### src/rtl/aes_uart_pkg.sv
// Shared definitions for the UART-to-AES path.
// Contents: block size, byte-time length in bit periods, the collect-state
// enum used by the block framer, and a helper that derives clocks per UART bit.
package aes_uart_pkg;

    localparam int unsigned BLOCK_BYTES        = 16;
    localparam int unsigned IDX_W              = $clog2(BLOCK_BYTES);
    // One UART character: start + 8 data + stop.
    localparam int unsigned BITS_PER_BYTE_TIME = 10;

    typedef enum logic [1:0] {
        IDLE,
        COLLECT,
        HOLD
    } collect_state_e;

    function automatic int unsigned clks_per_bit(input int unsigned clk_freq,
                                                 input int unsigned baud);
        return clk_freq / baud;
    endfunction

endpackage

### src/rtl/aes_idle_timer.sv
// Loadable idle down-counter.
// Ports:
//   clk, rst    clock, asynchronous active-high reset
//   enable      counter decrements while high
//   restart     reload the counter with load_value (wins over enable)
//   load_value  reload value; expire fires load_value cycles after a restart
//   expire      high for the single cycle in which the count runs out
module aes_idle_timer #(
    parameter int unsigned WIDTH = 16
) (
    input  logic             clk,
    input  logic             rst,
    input  logic             enable,
    input  logic             restart,
    input  logic [WIDTH-1:0] load_value,
    output logic             expire
);

    logic [WIDTH-1:0] cnt_q, cnt_d;

    always_comb begin
        cnt_d = cnt_q;
        if (restart) begin
            cnt_d = load_value;
        end else if (enable && (cnt_q != '0)) begin
            cnt_d = cnt_q - 1'b1;
        end
    end

    always_ff @(posedge clk or posedge rst) begin
        if (rst) begin
            cnt_q <= '0;
        end else begin
            cnt_q <= cnt_d;
        end
    end

    // Fires while the count sits at 1, so the owner acts on the edge that
    // would take it to 0; the counter then parks at 0 and cannot re-fire.
    assign expire = enable && (cnt_q == WIDTH'(1));

endmodule

### src/rtl/aes_block_framer.sv
// Assembles the UART receive byte stream into 128-bit blocks for the AES core.
// A partial block is thrown away on a framing error or an inter-byte idle
// timeout; one completed block can wait in the collect buffer while the
// output register is occupied, and bytes arriving then are dropped.
// Ports:
//   clk, rst      clock, asynchronous active-high reset
//   rx_data       received byte, qualified by rx_valid
//   rx_valid      one-cycle strobe per received byte
//   rx_frame_err  one-cycle strobe for a bad stop bit
//   blk_data      assembled block, first byte in [127:120]
//   blk_valid     block available, held until blk_ready
//   blk_ready     consumer accept
//   overrun       one-cycle pulse when a byte is dropped for lack of buffer
//   timeout       one-cycle pulse when a partial block is discarded on idle
//   drop_cnt      discarded partial blocks plus overrun bytes, saturating
module aes_block_framer
    import aes_uart_pkg::*;
#(
    parameter int unsigned CLK_FREQ      = 50000000,
    parameter int unsigned BAUD          = 115200,
    parameter int unsigned TIMEOUT_BYTES = 4
) (
    input  logic         clk,
    input  logic         rst,
    input  logic [7:0]   rx_data,
    input  logic         rx_valid,
    input  logic         rx_frame_err,
    output logic [127:0] blk_data,
    output logic         blk_valid,
    input  logic         blk_ready,
    output logic         overrun,
    output logic         timeout,
    output logic [7:0]   drop_cnt
);

    localparam int unsigned BLK_W          = 8 * BLOCK_BYTES;
    localparam int unsigned CLKS_PER_BIT   = clks_per_bit(CLK_FREQ, BAUD);
    localparam int unsigned TIMEOUT_CYCLES = TIMEOUT_BYTES * BITS_PER_BYTE_TIME * CLKS_PER_BIT;
    localparam int unsigned TIMER_W        = $clog2(TIMEOUT_CYCLES + 1);
    localparam logic [TIMER_W-1:0] TIMEOUT_LOAD = TIMER_W'(TIMEOUT_CYCLES);
    localparam logic [IDX_W-1:0]   IDX_LAST     = IDX_W'(BLOCK_BYTES - 1);

    collect_state_e   state_q, state_d;
    logic [IDX_W-1:0] idx_q, idx_d;
    // Shift register: after BLOCK_BYTES shifts the first byte sits at the top.
    logic [BLK_W-1:0] buf_q, buf_d;
    logic [BLK_W-1:0] data_q, data_d;
    logic             valid_q, valid_d;
    logic             overrun_q, overrun_d;
    logic             timeout_q, timeout_d;
    logic [7:0]       drop_q, drop_d;

    logic             drop_inc;
    logic             timer_restart;
    logic             timer_expire;
    logic             out_free;
    logic [BLK_W-1:0] buf_shift;

    aes_idle_timer #(
        .WIDTH (TIMER_W)
    ) u_idle_timer (
        .clk        (clk),
        .rst        (rst),
        .enable     (state_q == COLLECT),
        .restart    (timer_restart),
        .load_value (TIMEOUT_LOAD),
        .expire     (timer_expire)
    );

    // Output register can take a new block this edge: empty, or being drained.
    assign out_free  = !valid_q || blk_ready;
    assign buf_shift = {buf_q[BLK_W-9:0], rx_data};

    always_comb begin
        state_d       = state_q;
        idx_d         = idx_q;
        buf_d         = buf_q;
        data_d        = data_q;
        valid_d       = valid_q && !blk_ready;
        overrun_d     = 1'b0;
        timeout_d     = 1'b0;
        drop_inc      = 1'b0;
        timer_restart = 1'b0;

        unique case (state_q)
            IDLE: begin
                // A frame error here has no partial block to discard.
                if (rx_valid) begin
                    buf_d         = buf_shift;
                    idx_d         = IDX_W'(1);
                    state_d       = COLLECT;
                    timer_restart = 1'b1;
                end
            end

            COLLECT: begin
                if (rx_frame_err) begin
                    idx_d    = '0;
                    state_d  = IDLE;
                    drop_inc = 1'b1;
                end else if (rx_valid) begin
                    // A byte coincident with timer expiry is kept.
                    timer_restart = 1'b1;
                    if (idx_q == IDX_LAST) begin
                        idx_d = '0;
                        if (out_free) begin
                            data_d  = buf_shift;
                            valid_d = 1'b1;
                            state_d = IDLE;
                        end else begin
                            buf_d   = buf_shift;
                            state_d = HOLD;
                        end
                    end else begin
                        buf_d = buf_shift;
                        idx_d = idx_q + 1'b1;
                    end
                end else if (timer_expire) begin
                    idx_d     = '0;
                    state_d   = IDLE;
                    timeout_d = 1'b1;
                    drop_inc  = 1'b1;
                end
            end

            HOLD: begin
                if (out_free) begin
                    data_d  = buf_q;
                    valid_d = 1'b1;
                    state_d = IDLE;
                end
                // Any byte seen while a full block waits is lost.
                if (rx_valid) begin
                    overrun_d = 1'b1;
                    drop_inc  = 1'b1;
                end
            end

            default: begin
                state_d = IDLE;
                idx_d   = '0;
            end
        endcase

        drop_d = drop_q;
        if (drop_inc && (drop_q != 8'hff)) begin
            drop_d = drop_q + 8'd1;
        end
    end

    always_ff @(posedge clk or posedge rst) begin
        if (rst) begin
            state_q   <= IDLE;
            idx_q     <= '0;
            buf_q     <= '0;
            data_q    <= '0;
            valid_q   <= 1'b0;
            overrun_q <= 1'b0;
            timeout_q <= 1'b0;
            drop_q    <= '0;
        end else begin
            state_q   <= state_d;
            idx_q     <= idx_d;
            buf_q     <= buf_d;
            data_q    <= data_d;
            valid_q   <= valid_d;
            overrun_q <= overrun_d;
            timeout_q <= timeout_d;
            drop_q    <= drop_d;
        end
    end

    assign blk_data  = data_q;
    assign blk_valid = valid_q;
    assign overrun   = overrun_q;
    assign timeout   = timeout_q;
    assign drop_cnt  = drop_q;

endmodule

### config.mk
export PLATFORM = sky130hd
export DESIGN_NAME = aes_block_framer
export DESIGN_NICKNAME = d
export VERILOG_FILES = /design/src/rtl/aes_uart_pkg.sv /design/src/rtl/aes_idle_timer.sv /design/src/rtl/aes_block_framer.sv
export SDC_FILE = /design/constraint.sdc
export NUM_CORES = 1
export LEC_CHECK = 0
export CAP_MARGIN = 10
export CORE_ASPECT_RATIO = 0.7
export CORE_UTILIZATION = 45
export DETAILED_ROUTE_END_ITERATION = 16
export PLACE_DENSITY = 0.66
export RECOVER_POWER = 100
export SYNTH_ARGS = -nofsm -noshare
export SYNTH_HDL_FRONTEND = slang
export SYNTH_SLANG_ARGS = --single-unit
### constraint.sdc
create_clock -name clk -period 11.4 [get_ports clk]
set_clock_uncertainty 0.1 [all_clocks]
set_input_delay 2.85 -clock clk [delete_from_list [all_inputs] [get_ports clk]]
set_output_delay 2.85 -clock clk [all_outputs]
set_load 0.005 [all_outputs]
Word-level counts from Yosys, hierarchy flattened
Cells that the tools add are included.
{"block": "op_classes", "reduce_logical": 16, "eq_ne": 14, "n_bitwise": 1, "add_sub_neg": 3, "mux": 43}
{"operator": "two-way mux 128 bit", "count": 10}
{"operator": "one-hot mux 128 bit (2 select lines)", "count": 2}
{"operator": "two-way mux 15 bit", "count": 2}
{"operator": "two-way mux 4 bit", "count": 5}
{"operator": "equality test 15 x 1 -> 1 bit (second input constant)", "count": 1}
{"operator": "nonzero test 15 bit", "count": 1}
{"operator": "subtractor 15 x 1 -> 15 bit (second input constant)", "count": 1}
{"operator": "two-way mux 2 bit", "count": 7}
{"operator": "two-way mux 1 bit", "count": 12}
{"operator": "!= test 2 bit (second input constant)", "count": 6}
{"operator": "one-hot mux 4 bit (3 select lines)", "count": 1}
{"operator": "adder 8 x 1 -> 8 bit (second input constant)", "count": 1}
{"operator": "!= test 4 bit (second input constant)", "count": 2}
{"operator": "!= test 8 bit (second input constant)", "count": 1}
{"operator": "one-hot mux 1 bit (2 select lines)", "count": 3}
{"operator": "one-hot mux 2 bit (3 select lines)", "count": 1}
{"operator": "AND reduction 6 bit", "count": 1}
{"operator": "nonzero test 2 bit", "count": 3}
{"operator": "AND reduction 5 bit", "count": 1}
{"operator": "adder 4 x 1 -> 4 bit (second input constant)", "count": 1}
{"operator": "equality test 4 bit (second input constant)", "count": 1}
{"operator": "logical AND 1 bit", "count": 4}
{"operator": "AND reduction 4 bit", "count": 1}
{"operator": "!= test 3 bit (second input constant)", "count": 1}
{"operator": "other kinds (7)", "count": 8}
{"block": "word_totals", "reg_bits": 288, "inputBits": 13, "wordCells": 86, "out_inout_bits": 139}

Depth between registers and ports, before layout
Gate-level depths: netlist of run 1.
{"block": "depth", "ltp_word": 7, "depth_mapped": 11, "depth_no_buf": 7}

Modules after synthesis
Synthesis of run 1 repeated with hierarchy kept, for this count alone.
{"block": "hier_totals", "cells_unflattened": 910, "hier_area_um2": 14254.9}
{"module": "aes_block_framer", "cells_per_inst": 788, "instances": 1, "area_each_um2": 13211.4, "seq_area_each_um2": 6831.6}
{"module": "aes_idle_timer", "cells_per_inst": 122, "instances": 1, "area_each_um2": 1043.5, "seq_area_each_um2": 375.4}

Worst setup path before layout of run 1
No wires, ideal clock.
{"block": "synth_timing", "path_type": "input -> register", "from": "in rx_valid", "to": "reg drop_q[1], in the netlist drop_cnt[1]", "arrival_ns": 4.057, "path_stages": 5, "required_time_ns": 11.172, "setup_time_ns": 0.128, "path_slack_ns": 7.115, "n_path_buf": 1, "cell_sequence": "buf_4 nor4_1 nand4_2 a21oi_4 mux2_1"}
{"block": "synth_between", "elab_chain_len": 4, "word_cells_on_any_way": 5, "classes_between": "mux (4); reduce/logical (1)"}
{"element": "start: declaration", "line_no": "aes_block_framer.sv:26", "source": "input logic rx_valid,"}
{"element": "two-way mux 1 bit", "line_no": "aes_block_framer.sv:101", "source": "end else if (rx_valid) begin"}
{"element": "two-way mux 1 bit", "line_no": "aes_block_framer.sv:97", "source": "if (rx_frame_err) begin"}
{"element": "one-hot mux 1 bit (2 select lines) *", "line_no": "aes_block_framer.sv:85", "source": "unique case (state_q)"}
{"element": "logical AND 1 bit *", "line_no": "aes_block_framer.sv:146", "source": "if (drop_inc && (drop_q != 8'hff)) begin"}
{"element": "end signal: assignment", "line_no": "aes_block_framer.sv:169", "source": "drop_q <= drop_d;"}
{"element": "end: declaration", "line_no": "aes_block_framer.sv:51", "source": "logic [7:0] drop_q, drop_d;"}
Every way passes the cells marked *; elsewhere a longest branch is shown, timed or not.
A chain may end at the register's enable or synchronous reset.

==> results of run 1 <==
==> critical path: cells and delay by family <==
kind	cells	cell delay (ns)
buf+inv	3	3.85
==> flip-flops by register name (all words and copies together), names as in the netlist <==
name	count
idx_q	4
state_q	2
blk_valid	1
blk_data	128
drop_cnt	8
buf_q	128
timeout	1
u_idle_timer.cnt_q	15
overrun	1
==> cells by family (layout without fill, tap and decap cells) <==
logic type               Yosys count  in the layout
adder cells (fa/ha/maj)            7              7
AO/OA/AOI/OAI                    162            162
buffers and inverters             68            219
XOR/XNOR                          16             16
AND/OR/NAND/NOR                  208            208
flip-flops                       288            288
multiplexers                     259            259
==> per-layer routing <==
layer	wire length, um	track usage, %
met1	12610	26.95
met2	10840	26.07
met3	1927	5.465
met4	397	3.496
met5	0	0
==> final cells by class <==
cell class	instances	area, um2	share of cell area [%]
multi-input cells	652	4817	31.86
well taps	371	464.2	3.070
flip-flops and latches	288	7207	47.66
repair buffers	158	1569	10.38
clock buffers	40	837.1	5.536
inverters	8	37.54	0.2482
clock inverters	13	188.9	1.249
==> synth_stat cells (2+ instances only) <==
| cell | n |
|---|---|
| dfrtp_1 | 288 |
| nand2_1 | 141 |
| o21ai_1 | 130 |
| mux2i_1 | 129 |
| mux2_4 | 120 |
| clkbuf_1 | 24 |
| nor2_1 | 18 |
| buf_6 | 16 |
| buf_2 | 12 |
| xnor2_1 | 12 |
| mux2_1 | 10 |
| nand3_1 | 10 |
| buf_4 | 8 |
| inv_1 | 8 |
| o21ai_0 | 8 |
| ha_1 | 7 |
| nand4_1 | 7 |
| a21oi_1 | 5 |
| nor3_1 | 5 |
| nor2b_1 | 4 |
| xor2_1 | 4 |
| and2_1 | 3 |
| or3_1 | 3 |
| a211o_1 | 2 |
| a211oi_1 | 2 |
| a21boi_2 | 2 |
| and3_1 | 2 |
| nor2_2 | 2 |
| nor4_1 | 2 |
| o31ai_1 | 2 |
| o41ai_1 | 2 |
==> worst min path at each step <==
stage	slack, ns	end	cells after the start	start
after floorplan	0.35	idx_q[3]$_DFFE_PP0P_	1	idx_q[3]$_DFFE_PP0P_
after global placement	0.37	blk_data[122]$_DFFE_PP0P_	2	blk_data[122]$_DFFE_PP0P_
after detailed placement	0.37	blk_data[6]$_DFFE_PP0P_	2	blk_data[6]$_DFFE_PP0P_
after CTS	0.39	blk_data[90]$_DFFE_PP0P_	2	blk_data[90]$_DFFE_PP0P_
after global routing	0.40	blk_data[3]$_DFFE_PP0P_	2	blk_data[3]$_DFFE_PP0P_
final	0.37	blk_data[114]$_DFFE_PP0P_	2	blk_data[114]$_DFFE_PP0P_
==> power groups by stage <==
stage | clock, uW | combinational, uW | sequential (uW)
floorplan | 0 | 740 | 1440
global placement | 0 | 809 | 1530
detailed placement | 0 | 831 | 1530
CTS | 1040 | 833 | 1520
global route | 1080 | 644 | 1540
finish | 1010 | 574 | 1500
==> through the flow <==
stage / power (uW) / setup WS (ns) / hold slack (ns) / cell area, um2
after floorplan: 2184 / 0.5010 / 0.3508 / 12890
after global placement: 2336 / 5.706 / 0.3653 / 14580
after detailed placement: 2364 / 5.689 / 0.3748 / 14580
after CTS: 3396 / 6.278 / 0.3904 / 15600
after global routing: 3268 / 3.214 / 0.3996 / 15120
final: 3087 / 4.302 / 0.3715 / 15120
==> flow_metrics.tcl, run 1 <==
set metrics [dict create \
    status "complete, but fails checks" \
    failed_checks "capacitance limit, slew limit" \
    cts.sinks 288 \
    p_switching_uw 922.9 \
    worstSkewPairLatency_ns 0.56 \
    antenna_found_initial 0 \
    cp_max_fo 135 \
    root_buffer "clkbuf_16" \
    min_period_ns 7.098 \
    slew_viol_final 119 \
    ir_drop_mv 0.1114 \
    htreeDepth 1 \
    diodes 0 \
    synthArstFlopShare_pct 100.0 \
    final_cell_mix "dfrtp_1, dlygate4sd3_1, nand2_1" \
    placed_cells 1477 \
    p_per_area_nw_per_um2 204.1 \
    overflow 0 \
    die_width_um 204.3 \
    die_h_um 143.6 \
    gp_congestion 0.8159 \
    pwr-share-clk_pct 32.9 \
    synth_cell_types 51 \
    synth_edf_count 0 \
    holdBufCountCts 0 \
    numCtsBuffers 29 \
    intPower_uw 2164 \
    critical_path.startpoint_type "primary input" \
    syn_to_final_growth_pct 17.30 \
    synth_fa_ha_area_share_pct 0.6794 \
    r2r_end "buf_q[113]$_DFFE_PP0P_" \
    post-route-drc-count 0 \
    syn-num-nets 1028 \
    clk_pin_slew_ns 0.06 \
    finalHoldViolations 0 \
    path_cells "dlygate4sd3_1 > inv_8 > clkbuf_1" \
    relSlewSlack_pct -141.9 \
    worstSetupEndpoint "buf_q[15]$_DFFE_PP0P_" \
    yosysSeqAreaShare_pct 55.91 \
    pwr-share-seq_pct 48.6 \
    grt_max_degree 257 \
    period_share_pct 62.26 \
    p_comb_share_pct 18.6 \
    slowest_delay_ns 2.62 \
    initialDrtViolationCount 452 \
    synth-simple-area-share_pct 7.299 \
    min_path_type "reg -> reg" \
    grt_usage_pct 18.13 \
    synth.avg_cell_area_um2 12.79 \
    worstSetupStartpoint "rst" \
    initial_core_util_pct 46.12 \
    dp_hpwl_mm 16.16 \
    switching_share_pct 29.90 \
    drt_first_pass_iters 4 \
    final_common_cell "dfrtp_1" \
    drive_above_1_share_pct 6.040 \
    synth_compound_area_share_pct 6.901 \
    worstReg2RegStart "state_q[1]$_DFFE_PP0P_" \
    worstPathArrival_ns 6.82 \
    port_buffers 151 \
    fin_util_pct 54.10 \
    cts_setup_buffers 0 \
    syn-cell-area_um2 12890 \
    first_global_vias 7734 \
    rsz0062_at_grt "false" \
    r2r_setup_slack_ns 6.56 \
    ys_seq_elements 288 \
    critPathKind "in -> async" \
    max_freq_ghz 0.1409 \
    yosys_most_used_dff "dfrtp_1" \
    endpoint_kind "async pin" \
    yosysWarnings 0 \
    synth-xor-area-share_pct 1.087 \
    netlist_instances 1008 \
    cts_tree "done" \
    maxCapViolations 2 \
    n_fill_cell 2504 \
    vias 7740 \
    yosysTopAreaCell "dfrtp_1" \
    layout.cells.non_filler 1530 \
    io_pins 152 \
    muxShareOfSynthArea_pct 24.87 \
    wl_per_cell_um 16.85 \
    rows 51 \
    synth.top_cell.area_share_pct 55.91 \
    postCtsResizedCells 0 \
    vias_per_cell 5.059 \
    critPathRequiredTime_ns 11.13 \
    drtAntennaViolNets 0 \
    core_um2 27950 \
    tns_ns 0 \
    leakage_uw 0.006752 \
    nNetsFinal 1157 \
    reg2reg_depth 8 \
    synth_top_family_by_area "multiplexers" \
    cts_buffer_depth 3 \
    cp_slowest_cell "clkbuf_1" \
    final-setup-viol-count 0 \
    tightestPinTransition_ns 3.629 \
    ys_top_cells_by_area "dfrtp_1, mux2_4, mux2i_1, o21ai_1, nand2_1" \
    grt_pass1_wl_mm 42.58 \
    wl_mm 25.78 \
    die-area_um2 29340 \
]
Power figures use the tool's default switching activity.
==> inputs of run 2 (changes only) <==
--- a/config.mk
+++ b/config.mk
@@ -9,7 +9,7 @@
 export CORE_ASPECT_RATIO = 0.7
 export CORE_UTILIZATION = 45
 export DETAILED_ROUTE_END_ITERATION = 16
-export PLACE_DENSITY = 0.66
+export PLACE_DENSITY = 0.63
 export RECOVER_POWER = 100
 export SYNTH_ARGS = -nofsm -noshare
 export SYNTH_HDL_FRONTEND = slang
==> constraint.sdc (replaced) <==
create_clock -name clk -period 7.3 [get_ports clk]
set_clock_uncertainty 0.1 [all_clocks]
set_input_delay 1.825 -clock clk [delete_from_list [all_inputs] [get_ports clk]]
set_output_delay 1.825 -clock clk [all_outputs]
set_load 0.005 [all_outputs]
==> run 2 against run 1 <==
The flow still finishes with violations (capacitance limit, slew limit). Cell count grew 0.13%. Critical path depth unchanged. Cell area decreased by 0.52%.
==> flow_metrics.tcl, run 2 (same netlist as run 1, synthesis figures left out) <==
set metrics [dict create \
    ir_drop_mv 0.1689 \
    die-area_um2 29340 \
    status "complete, but fails checks" \
    dp_hpwl_mm 16.93 \
    final_cell_mix "dfrtp_1, dlygate4sd3_1, nand2_1" \
    cts.sinks 288 \
    r2r_setup_slack_ns 3.37 \
    clk_pin_slew_ns 0.06 \
    pwr-share-seq_pct 49.9 \
    grt_usage_pct 18.43 \
    worst-path-buf-inv 3 \
    tns_ns 0 \
    critPathTopFamily "buffers and inverters" \
    io_pins 152 \
    critPathRequiredTime_ns 7.34 \
    use_met1_pct 28.96 \
    finalHoldViolations 0 \
    intPower_uw 3281 \
    top_usage_layer "met1" \
    rsz0062_at_grt "false" \
    relSlewSlack_pct -60.25 \
    failed_checks "capacitance limit, slew limit" \
    worstSetupEndpoint "blk_data[47]$_DFFE_PP0P_" \
    worstSetupStartpoint "rst" \
    min_period_ns 4.924 \
    postLayoutSetupSlackWorst_ns 2.376 \
    syn_to_final_growth_pct 16.68 \
    vias 7850 \
    cts_setup_buffers 0 \
    cp_slowest_cell "clkbuf_4" \
    max_freq_ghz 0.2031 \
    r2r_end "buf_q[7]$_DFFE_PP0P_" \
    die_h_um 143.6 \
    die_width_um 204.3 \
    grt_pass1_wl_mm 43.12 \
    tightestPinTransition_ns 2.404 \
    path_depth 3 \
    cts_tree "done" \
    vias_per_cell 5.124 \
    min_path_type "reg -> reg" \
    n_fill_cell 2545 \
    cts_buffer_depth 3 \
    leakage_uw 0.006734 \
    overflow 0 \
    numCtsBuffers 29 \
    port_buffers 151 \
    final-setup-viol-count 0 \
    reg2reg_depth 8 \
    wl_mm 26.32 \
    initialDrtViolationCount 453 \
    critPathKind "in -> async" \
    switching_share_pct 30.16 \
    path_cells "dlygate4sd3_1 > clkinvlp_2 > clkbuf_4" \
    gp_congestion 0.8259 \
    wl_per_cell_um 17.18 \
    drive_above_1_share_pct 5.943 \
    endpoint_kind "async pin" \
    grt_max_degree 205 \
    drtAntennaViolNets 0 \
    post-route-drc-count 0 \
    pwr-share-clk_pct 30.7 \
    grt.met3_usage_pct 4.376 \
    p_comb_share_pct 19.4 \
    critical_path.startpoint_type "primary input" \
    place_ws_ns 2.702 \
    antenna_found_initial 1 \
    period_share_pct 67.46 \
    grt_util_met2_pct 25.41 \
    root_buffer "clkbuf_16" \
    drt_first_pass_iters 4 \
    first_global_vias 7710 \
    core_um2 27950 \
    initial_core_util_pct 46.12 \
    postCtsResizedCells 0 \
    holdBufCountCts 0 \
    maxCapViolations 4 \
    worstPathArrival_ns 4.97 \
    worstReg2RegStart "state_q[1]$_DFFE_PP0P_" \
    htreeDepth 1 \
    slowest_delay_ns 1.81 \
    diodes 0 \
    nNetsFinal 1161 \
    rows 51 \
    p_switching_uw 1417 \
    final_common_cell "dfrtp_1" \
    slew_viol_final 319 \
    worstSkewPairLatency_ns 0.53 \
    cp_max_fo 179 \
    p_per_area_nw_per_um2 312.4 \
]
[run 2: power by group through the flow]
stage / clock [uW] / sequential (uW) / combinational (uW)
finish: 1440 / 2350 / 910
detailed placement: 0 / 2400 / 1310
CTS: 1490 / 2380 / 1310
global placement: 0 / 2390 / 1280
floorplan: 0 / 2260 / 1160
global route: 1560 / 2410 / 1020
[run 2: how the worst min path moves through the flow]
| stage | from | endpoint | depth (start not counted) |
|---|---|---|---|
| finish | blk_data[24]$_DFFE_PP0P_ | blk_data[24]$_DFFE_PP0P_ | 2 |
| global route | blk_data[84]$_DFFE_PP0P_ | blk_data[84]$_DFFE_PP0P_ | 2 |
| global placement | blk_data[89]$_DFFE_PP0P_ | blk_data[89]$_DFFE_PP0P_ | 2 |
| floorplan | idx_q[3]$_DFFE_PP0P_ | idx_q[3]$_DFFE_PP0P_ | 1 |
| CTS | idx_q[3]$_DFFE_PP0P_ | idx_q[3]$_DFFE_PP0P_ | 1 |
| detailed placement | blk_data[5]$_DFFE_PP0P_ | blk_data[5]$_DFFE_PP0P_ | 2 |
[run 2: area by class of cell]
cell class | count | area [um2] | area share, %
clock buffer | 43 | 858.3 | 5.706
clock inverter | 8 | 68.82 | 0.4575
inverter | 8 | 31.28 | 0.2080
multi-input combinational | 652 | 4821 | 32.05
sequential | 288 | 7207 | 47.91
tap | 371 | 464.2 | 3.086
timing repair buffer | 162 | 1592 | 10.58
[run 2: per-layer routing]
layer / part of all wire, % / vias to the layer above
li1: - / 3800
met1: 51 / 3871
met2: 41 / 146
met3: 6.2 / 33
met4: 1.6 / 0
met5: 0 / -
[run 2: stage by stage]
stage	cell area, um2	hold slack (ns)	utilization (%)	cells	power [uW]
floorplan	12890	0.3508	-	1008	3412
global placement	14620	0.3664	52.29	1481	3667
detailed placement	14620	0.3729	52.29	1481	3705
CTS	15540	0.3837	55.61	1532	5175
global route	15040	0.3899	53.82	1532	4993
finish	15040	0.3715	53.82	1532	4698
[run 2: worst register-to-register path, delay by kind of cell, from the launching register on]
family,cells,cell delay [ns]
multiplexers,1,0.39
AO/OA/AOI/OAI,2,0.21
adder cells (fa/ha/maj),1,0.33
buffers and inverters,2,0.69
flip-flops,1,0.43
AND/OR/NAND/NOR,2,1.67
==> inputs of run 3 (changes only) <==
--- a/config.mk
+++ b/config.mk
@@ -9,7 +9,7 @@
 export CORE_ASPECT_RATIO = 0.7
 export CORE_UTILIZATION = 45
 export DETAILED_ROUTE_END_ITERATION = 16
-export PLACE_DENSITY = 0.63
+export PLACE_DENSITY = 0.66
 export RECOVER_POWER = 100
 export SYNTH_ARGS = -nofsm -noshare
 export SYNTH_HDL_FRONTEND = slang
==> constraint.sdc (replaced) <==
create_clock -name clk -period 4.39 [get_ports clk]
set_clock_uncertainty 0.1 [all_clocks]
set_input_delay 1.0975 -clock clk [delete_from_list [all_inputs] [get_ports clk]]
set_output_delay 1.0975 -clock clk [all_outputs]
set_load 0.005 [all_outputs]
==> run 3 against run 2 <==
The flow still finishes with violations (capacitance limit, slew limit). Register-to-register slack got worse by 2.1 ns. Cell area rose by 1.6%. Clock power rose by 88%. Highest routed layer unchanged. Die area did not move. Non-clock buffer count rose by 1. Combinational power rose by 75%. Wire length rose by 0.14%.
==> flow_metrics.tcl, run 3 (same netlist as run 1, synthesis figures left out) <==
set metrics [dict create \
    status "complete, but fails checks" \
    failed_checks "capacitance limit, slew limit" \
    endpoint_kind "register" \
    port_buffers 151 \
    final_common_cell "dfrtp_1" \
    nNetsFinal 1162 \
    first_global_vias 7868 \
    seqCellArea_um2 7207 \
    p_per_area_nw_per_um2 537.0 \
    worstSkewPairLatency_ns 0.53 \
    placed_cells 1482 \
    finalHoldViolations 0 \
    ir_drop_mv 0.2849 \
    relSlewSlack_pct -27.92 \
    power_uw 8208 \
    die_width_um 204.3 \
    post-route-drc-count 0 \
    wl_per_cell_um 17.17 \
    multi_input_area_um2 4835 \
    period_share_pct 78.24 \
    reg2reg_depth 8 \
    tns_ns 0 \
    max_freq_ghz 0.2912 \
    gp_congestion 0.8273 \
    critical_path.startpoint_type "primary input" \
    min_period_ns 3.435 \
    syn_to_final_growth_pct 18.57 \
    io_pins 152 \
    vias 7854 \
    vias_per_cell 5.117 \
    fin_util_pct 54.69 \
    leakage_uw 0.006856 \
    numCtsBuffers 29 \
    initial_core_util_pct 46.12 \
    holdWs_ns 0.3720 \
    wl_mm 26.36 \
    critPathKind "in -> reg" \
    cts_buffer_depth 3 \
    clk_pin_slew_ns 0.06 \
    core_um2 27950 \
    rows 51 \
    n_fill_cell 2460 \
    die-area_um2 29340 \
    diodes 0 \
    layout.cells.non_filler 1535 \
    cts_setup_buffers 0 \
    drive_above_1_share_pct 7.216 \
    maxCapViolations 3 \
    tightestPinTransition_ns 1.919 \
    cts.sinks 288 \
    cp_max_fo 142 \
    grt_usage_pct 18.50 \
    antenna_found_initial 0 \
    holdBufCountCts 0 \
    grt_max_degree 143 \
    hold_path_depth 2 \
    rsz0062_at_grt "false" \
    final_cell_mix "dfrtp_1, dlygate4sd3_1, nand2_1" \
    r2r_setup_slack_ns 1.24 \
    overflow 0 \
    final-setup-viol-count 0 \
    drtAntennaViolNets 0 \
    drt_first_pass_iters 4 \
    critPathRequiredTime_ns 4.67 \
    worstPathArrival_ns 3.72 \
    initialDrtViolationCount 460 \
    grt_pass1_wl_mm 43.41 \
    root_buffer "clkbuf_16" \
    cts_tree "done" \
    postCtsResizedCells 0 \
    die_h_um 143.6 \
    min_path_type "reg -> reg" \
    htreeDepth 1 \
    slew_viol_final 291 \
    dp_hpwl_mm 17.12 \
]
==> run 3: cell count changes in the layout (fill, tap and decap cells not counted), sizes merged <==
cell and change:
clkbuf -6, bufinv +4, buf +3, clkinv +1, clkinvlp +1
==> run 3: critical path: stages <==
cell and delay [ns]:
dlygate4sd3_1 0.70, nand3b_2 0.20, nor2_1 0.09, o21ai_0 0.84
buf_12 0.45, o21ai_0 0.20
==> run 3: path summary, 6_finish.rpt <==
check,start,to
setup / recovery,rx_valid,blk_data[75]$_DFFE_PP0P_
hold / removal,blk_data[112]$_DFFE_PP0P_,blk_data[112]$_DFFE_PP0P_
setup reg to reg,state_q[1]$_DFFE_PP0P_,buf_q[81]$_DFFE_PP0P_
hold reg to reg,blk_data[112]$_DFFE_PP0P_,blk_data[112]$_DFFE_PP0P_
min in group asynchronous,rst,buf_q[108]$_DFFE_PP0P_
max in group asynchronous,rst,buf_q[15]$_DFFE_PP0P_
==> run 3: power breakdown <==
part | leakage [uW] | internal [uW] | switching [uW] | total (uW)
registers | 0.00380 | 3250 | 657 | 3910
clock network | 0.000528 | 1660 | 1050 | 2700
logic | 0.00253 | 850 | 743 | 1590
total | 0.00686 | 5760 | 2450 | 8210
==> run 3: layout make-up <==
type	instances	share of cell area (%)
timing repair buffer	163	11.03
inverter	8	0.2046
clock buffer	39	5.583
sequential	288	47.15
tap	371	3.037
clock inverter	14	1.367
multi-input combinational	652	31.63
==> run 3: layer usage <==
layer / track usage, % / vias up / part of all wire, %
met4: 3.142 / 0 / 1.2
met3: 3.583 / 27 / 4.4
met5: 0 / - / 0
li1: - / 3810 / -
met2: 26.26 / 134 / 42
met1: 29.25 / 3883 / 52
==> run 3: through the flow <==
stage	setup slack (ns)	cell area, um2
4_1_cts	1.465	15770
2_1_floorplan	-0.6267	12890
5_1_grt	0.8507	15280
3_5_place_dp	0.9040	14710
3_3_place_gp	0.9008	14710
6_report	0.9554	15280
